$ cat src/rtl/aes_pkg.sv
// Shared AES types and byte/state helpers. Byte 0 of a block sits in [127:120]
// and maps to row 0 / column 0; bytes fill the state column by column.
package aes_pkg;

  localparam int NB     = 4;
  localparam int NR_128 = 10;
  localparam int NR_192 = 12;
  localparam int NR_256 = 14;

  typedef logic [127:0] block_t;
  // Indexed as state[col][row], so the packed layout matches the block layout.
  typedef logic [0:NB-1][0:3][7:0] state_t;

  function automatic state_t blk2state(input block_t b);
    state_t s;
    for (int c = 0; c < NB; c++) begin
      for (int r = 0; r < 4; r++) begin
        s[c][r] = b[127 - 8 * (4 * c + r) -: 8];
      end
    end
    return s;
  endfunction

  function automatic block_t state2blk(input state_t s);
    block_t b;
    for (int c = 0; c < NB; c++) begin
      for (int r = 0; r < 4; r++) begin
        b[127 - 8 * (4 * c + r) -: 8] = s[c][r];
      end
    end
    return b;
  endfunction

  function automatic state_t add_key(input state_t s, input state_t k);
    state_t o;
    for (int c = 0; c < NB; c++) begin
      for (int r = 0; r < 4; r++) begin
        o[c][r] = s[c][r] ^ k[c][r];
      end
    end
    return o;
  endfunction

endpackage

$ cat src/rtl/rk_bank.sv
// Round-key register file: one write port, one asynchronous read port and a
// per-entry valid bit that a synchronous clear wipes in one cycle.
module rk_bank
  import aes_pkg::*;
#(
  parameter int NUM_RK = 11,
  parameter int IDX_W  = $clog2(NUM_RK)
) (
  input  logic             clk,
  input  logic             rst_n,
  input  logic             clr,
  input  logic             wr_en,
  input  logic [IDX_W-1:0] wr_idx,
  input  block_t           wr_data,
  input  logic [IDX_W-1:0] rd_idx,
  output block_t           rd_key,
  output logic             rd_hit
);

  block_t            mem [NUM_RK];
  logic [NUM_RK-1:0] vld;
  logic              wr_ok;
  logic              rd_in_range;

  // A clear in the same cycle drops the write entirely.
  assign wr_ok       = wr_en && !clr && (32'(wr_idx) < NUM_RK);
  assign rd_in_range = 32'(rd_idx) < NUM_RK;

  always_ff @(posedge clk) begin
    if (wr_ok) begin
      mem[wr_idx] <= wr_data;
    end
  end

  always_ff @(posedge clk or negedge rst_n) begin
    if (!rst_n) begin
      vld <= '0;
    end else if (clr) begin
      vld <= '0;
    end else if (wr_ok) begin
      vld[wr_idx] <= 1'b1;
    end
  end

  assign rd_key = rd_in_range ? mem[rd_idx] : '0;
  assign rd_hit = rd_in_range && vld[rd_idx];

endmodule

$ cat src/rtl/add_round_key_stream.sv
// Registered AddRoundKey stage: XORs LANES state blocks with one round key
// taken from an explicit index or the auto-incrementing round counter.
module add_round_key_stream
  import aes_pkg::*;
#(
  parameter  int LANES  = 1,
  parameter  int NUM_RK = 11,
  localparam int IDX_W  = $clog2(NUM_RK)
) (
  input  logic                 clk,
  input  logic                 rst_n,
  input  logic                 rk_wr_en,
  input  logic [IDX_W-1:0]     rk_wr_idx,
  input  logic [127:0]         rk_wr_data,
  input  logic                 rk_clr,
  input  logic                 in_valid,
  output logic                 in_ready,
  input  logic [LANES*128-1:0] in_data,
  input  logic                 in_auto,
  input  logic [IDX_W-1:0]     in_rk_idx,
  output logic                 out_valid,
  input  logic                 out_ready,
  output logic [LANES*128-1:0] out_data,
  output logic [IDX_W-1:0]     out_rk_idx,
  output logic                 out_err
);

  // Handshake: a beat moves when valid & ready are both high at a rising edge.
  // The single output register refills in the same cycle it drains, and its
  // contents stay frozen while out_valid is high and out_ready is low.

  logic [IDX_W-1:0]     rnd_cnt;
  logic [IDX_W-1:0]     sel_idx;
  logic                 accept;
  block_t               rk_key;
  logic                 rk_hit;
  state_t               key_st;
  logic [LANES*128-1:0] xor_data;

  assign in_ready = !out_valid || out_ready;
  assign accept   = in_valid && in_ready;
  assign sel_idx  = in_auto ? rnd_cnt : in_rk_idx;

  // The bank is read before the edge, so a same-cycle write is not yet visible.
  rk_bank #(
    .NUM_RK (NUM_RK),
    .IDX_W  (IDX_W)
  ) u_rk_bank (
    .clk     (clk),
    .rst_n   (rst_n),
    .clr     (rk_clr),
    .wr_en   (rk_wr_en),
    .wr_idx  (rk_wr_idx),
    .wr_data (rk_wr_data),
    .rd_idx  (sel_idx),
    .rd_key  (rk_key),
    .rd_hit  (rk_hit)
  );

  assign key_st = blk2state(rk_key);

  always_comb begin
    xor_data = '0;
    for (int l = 0; l < LANES; l++) begin
      xor_data[l*128 +: 128] = state2blk(add_key(blk2state(in_data[l*128 +: 128]), key_st));
    end
  end

  always_ff @(posedge clk or negedge rst_n) begin
    if (!rst_n) begin
      rnd_cnt <= '0;
    end else if (rk_clr) begin
      rnd_cnt <= '0;
    end else if (accept && in_auto) begin
      rnd_cnt <= (rnd_cnt == IDX_W'(NUM_RK - 1)) ? '0 : rnd_cnt + 1'b1;
    end
  end

  always_ff @(posedge clk or negedge rst_n) begin
    if (!rst_n) begin
      out_valid  <= 1'b0;
      out_data   <= '0;
      out_rk_idx <= '0;
      out_err    <= 1'b0;
    end else if (accept) begin
      out_valid  <= 1'b1;
      out_data   <= rk_hit ? xor_data : in_data;
      out_rk_idx <= sel_idx;
      out_err    <= !rk_hit;
    end else if (out_ready) begin
      out_valid  <= 1'b0;
    end
  end

endmodule

$ cat config.mk
export PLATFORM = sky130hd
export DESIGN_NAME = add_round_key_stream
export DESIGN_NICKNAME = d
export VERILOG_FILES = /design/src/rtl/aes_pkg.sv /design/src/rtl/rk_bank.sv /design/src/rtl/add_round_key_stream.sv
export SDC_FILE = /design/constraint.sdc
export NUM_CORES = 2
export LEC_CHECK = 0
export CORE_MARGIN = 2
export CORE_UTILIZATION = 45
export CTS_CLUSTER_SIZE = 14
export DETAILED_ROUTE_END_ITERATION = 12
export PLACE_DENSITY = 0.71
export SLEW_MARGIN = 25
export SYNTH_ARGS = -nofsm -noshare
export SYNTH_HDL_FRONTEND = slang
export SYNTH_SLANG_ARGS = --single-unit
$ cat constraint.sdc
create_clock -name clk -period 2.99 [get_ports clk]
set_input_delay 0.598 -clock clk [delete_from_list [all_inputs] [get_ports clk]]
set_output_delay 0.598 -clock clk [all_outputs]
set_load 0.01 [all_outputs]
==> results.md <==
- Die span in y: 384 um
- R2r startpoint: rnd_cnt[0]
- Area growth syn-to-layout: 23.1%
- Pins over their slew limit: 0
- # port buffers: just over 400
- Final Skew: 29.0 ps
- Detailed-route wire length: 199000 um
- H-tree levels: 4
- Core area: 143000 um^2
- Fin crit share: 95.3%
- Overall power: 0.0498 W
- Status: complete, no violations
- CP Class: register to register
- Worst hold path class: input pin to async pin
- Via density per instance: approximately 6
- I/O pin count: 406
- Initial Util: 45.3%
- Post-synth net total: ~5400
- Total CTS buffers: 161
- Antenna Nets Post-Route: 0
- Worst setup SP type: register
- # setup viols final: 0
- Cell breakdown of the critical path: mux2_8 -> buf_12 -> buf_12 -> buf_4 -> nand2_1 -> nand3_1 -> o211ai_1 -> o21ai_0 -> and3b_1 -> a221o_1
- Vias: 47100
- Clk slew on worst S/H paths: ~60 ps
- Top_reg_cell synth: edfxtp_1
- First drt pass iteration count: 6
- Final hold slack: between 300 and 400 ps
- Unique cell type count in the Yosys netlist: 48
- Top delay family on crit path: compound AO/OA/AOI/OAI gates
- Fraction of registers with async set/reset: under 10%
- CP Data Arrival Time: 3570 ps
- Final net count: 5926
- Mapped Avg Cell Area: between 10 and 15 um^2
- Actual slew at the worst max-slew pin: 596 ps
- First-pass GRT wire length: 293000 um
- Initial DRC count: 6329
- Final hold vios: 0
- Fraction of layout instances using a drive strength above 1: 11.1%
- Crit Path Max Fanout: 22
- Die ar.: 147000 um^2
- Pleak: 27.9 nW
- WP buf/inv: 3
- Most common cell after layout, fill and taps aside: edfxtp_1
- EDFF count, synth: 1408
- Grt ovf: 0
- Number of cells produced by synthesis: 5113
- Initial antenna violation count: 35
- Critical path's slowest cell: dfrtp_4
- Clock Latency Late Sink: 830 ps
- Post-synth top area cell: edfxtp_1
- Clock root buffer: clkbuf_16
- Most frequent cells in the layout: edfxtp_1 (1408), nand2_1 (1112), a21oi_1 (514)
- VDD IR max: 0.000503 V
- Width of the die: 384 um
- Synth warn: 0
- DRC: 0
- Row count: 139
- Synth area leaders: edfxtp_1 (65%), nand2_1 (6.5%), dfrtp_1 (5.7%), a21oi_1 (4.0%), nor2b_1 (2.4%)
- Gpl congestion: 0.856
- FF+latch count, synth: 1557
- Final Critical Period: 2850 ps
- RSZ-0062 raised after global routing: no
- Worst EP required: 3710 ps
- Post-Synthesis Cell Area: about 65000 um^2
- CP peak stage delay: ~570 ps
- Hpwl dp: around 120000 um
- Vias in the first global route: between 40000 and 50000
- CP Launch Point: rnd_cnt[0]
- Top-area cell type share of the netlist area: 65.1%
- CTS tree: built
- TNS Setup: 0 ps
- Largest net degree at the start of global routing: 89
- Clock sinks: 1557
- Clock tree buffer depth: 3
- PD cells: 623 nW/um^2
- Relative slew slack: 60.2%
- Number of setup buffers added after CTS: 0
- Most frequent CP cell: buf_12
- Fmax: 0.351 GHz
- Register area share after synthesis: a little under three quarters
- Tot GR Track Use: between 20% and 30%
- WL per Instance: about 26 um
- Setup crit end kind: register
- Max-cap violations: 0
## synthesized netlist by cell type, types with 2 or more instances
cell,number
mux4_2,6
nand2_1,1117
nor2b_1,247
and3b_1,125
a22oi_1,7
o22ai_1,125
clkbuf_1,225
buf_6,15
mux2_2,4
dfrtp_1,149
buf_1,52
inv_1,14
edfxtp_1,1408
mux2i_1,4
o31ai_1,3
nor3_1,5
and2_1,2
ha_1,2
nor2_1,51
or3_1,6
a211oi_1,13
nor3b_1,3
o41ai_1,3
a21oi_1,515
nor4_1,2
a31oi_1,126
nand2b_1,9
nand3_1,122
o211ai_1,137
a221oi_1,120
o21ai_0,260
a221o_1,128
buf_2,92
buf_4,2
## repair_timing
item,4_1_cts,5_1_grt
hold buffers,1,0
endpoints found under the hold margin,45,0
gates resized for setup,0,1
setup endpoints to repair,0,1
## sequential cells by signal (all words and copies together) (netlist names)
signal	flops
u_rk_bank.vld	11
out_err	1
out_data	128
out_rk_idx	4
rnd_cnt	4
out_valid	1
u_rk_bank.mem	1408
## report_power, final
| part | switching, W | internal [W] |
|---|---|---|
| clock network | 0.00868 | 0.0111 |
| logic | 0.00314 | 0.00229 |
| registers | 0.000326 | 0.0243 |
## area by class of cell
class / count / area [um^2]
fill: 11300 / 63500
sequential: 1557 / 46000
multi-input combinational: 3156 / 17500
timing repair buffer: 763 / 8780
clock buffer: 212 / 4390
tap: 1903 / 2380
clock inverter: 87 / 818
inverter: 14 / 52.6
antenna: 19 / 47.5
## cell families (layout without fill, tap and decap cells)
logic type | count (synthesis) | in the layout | synth area share (%)
other | 0 | 19 | 0
adders and majority gates | 2 | 2 | 0.0385
and+or+nand+nor | 1693 | 1693 | 12.1
AOI/OAI and AO/OA | 1447 | 1447 | 14.0
DFF | 1557 | 1557 | 70.9
muxes | 14 | 14 | 0.339
buffers and inverters | 400 | 1076 | 2.67
## path summary, 6_finish.rpt
check,slack [ps],to,cells past startpoint
max in group asynchronous,1820,out_data[18],3
setup / recovery,140,out_data[15],10
setup reg to reg,140,out_data[15],10
min in group clk,400,out_data[58],2
hold / removal,340,out_data[6],2
hold reg to reg,480,out_rk_idx[3],2
## per-layer routing
layer  global-route usage [%]  routed length (um)
met1                     36.6               78200
met5                        0                 144
met2                     40.9               92100
met3                     6.11               23200
met4                     9.91                5750
## through the flow
stage | util (%) | cells | setup slack, ps | cell area [um^2]
final | 55.7 | 7711 | 141 | 80000
after global routing | 55.7 | 7706 | 50.3 | 79900
after CTS | 55.7 | 7692 | 155 | 79900
after detailed placement | 52.1 | 7392 | -411 | 74700
after global placement | 52.1 | 7392 | -394 | 74700
after floorplan | - | 5113 | -1700 | 65000
Power figures use the tool's default switching activity.
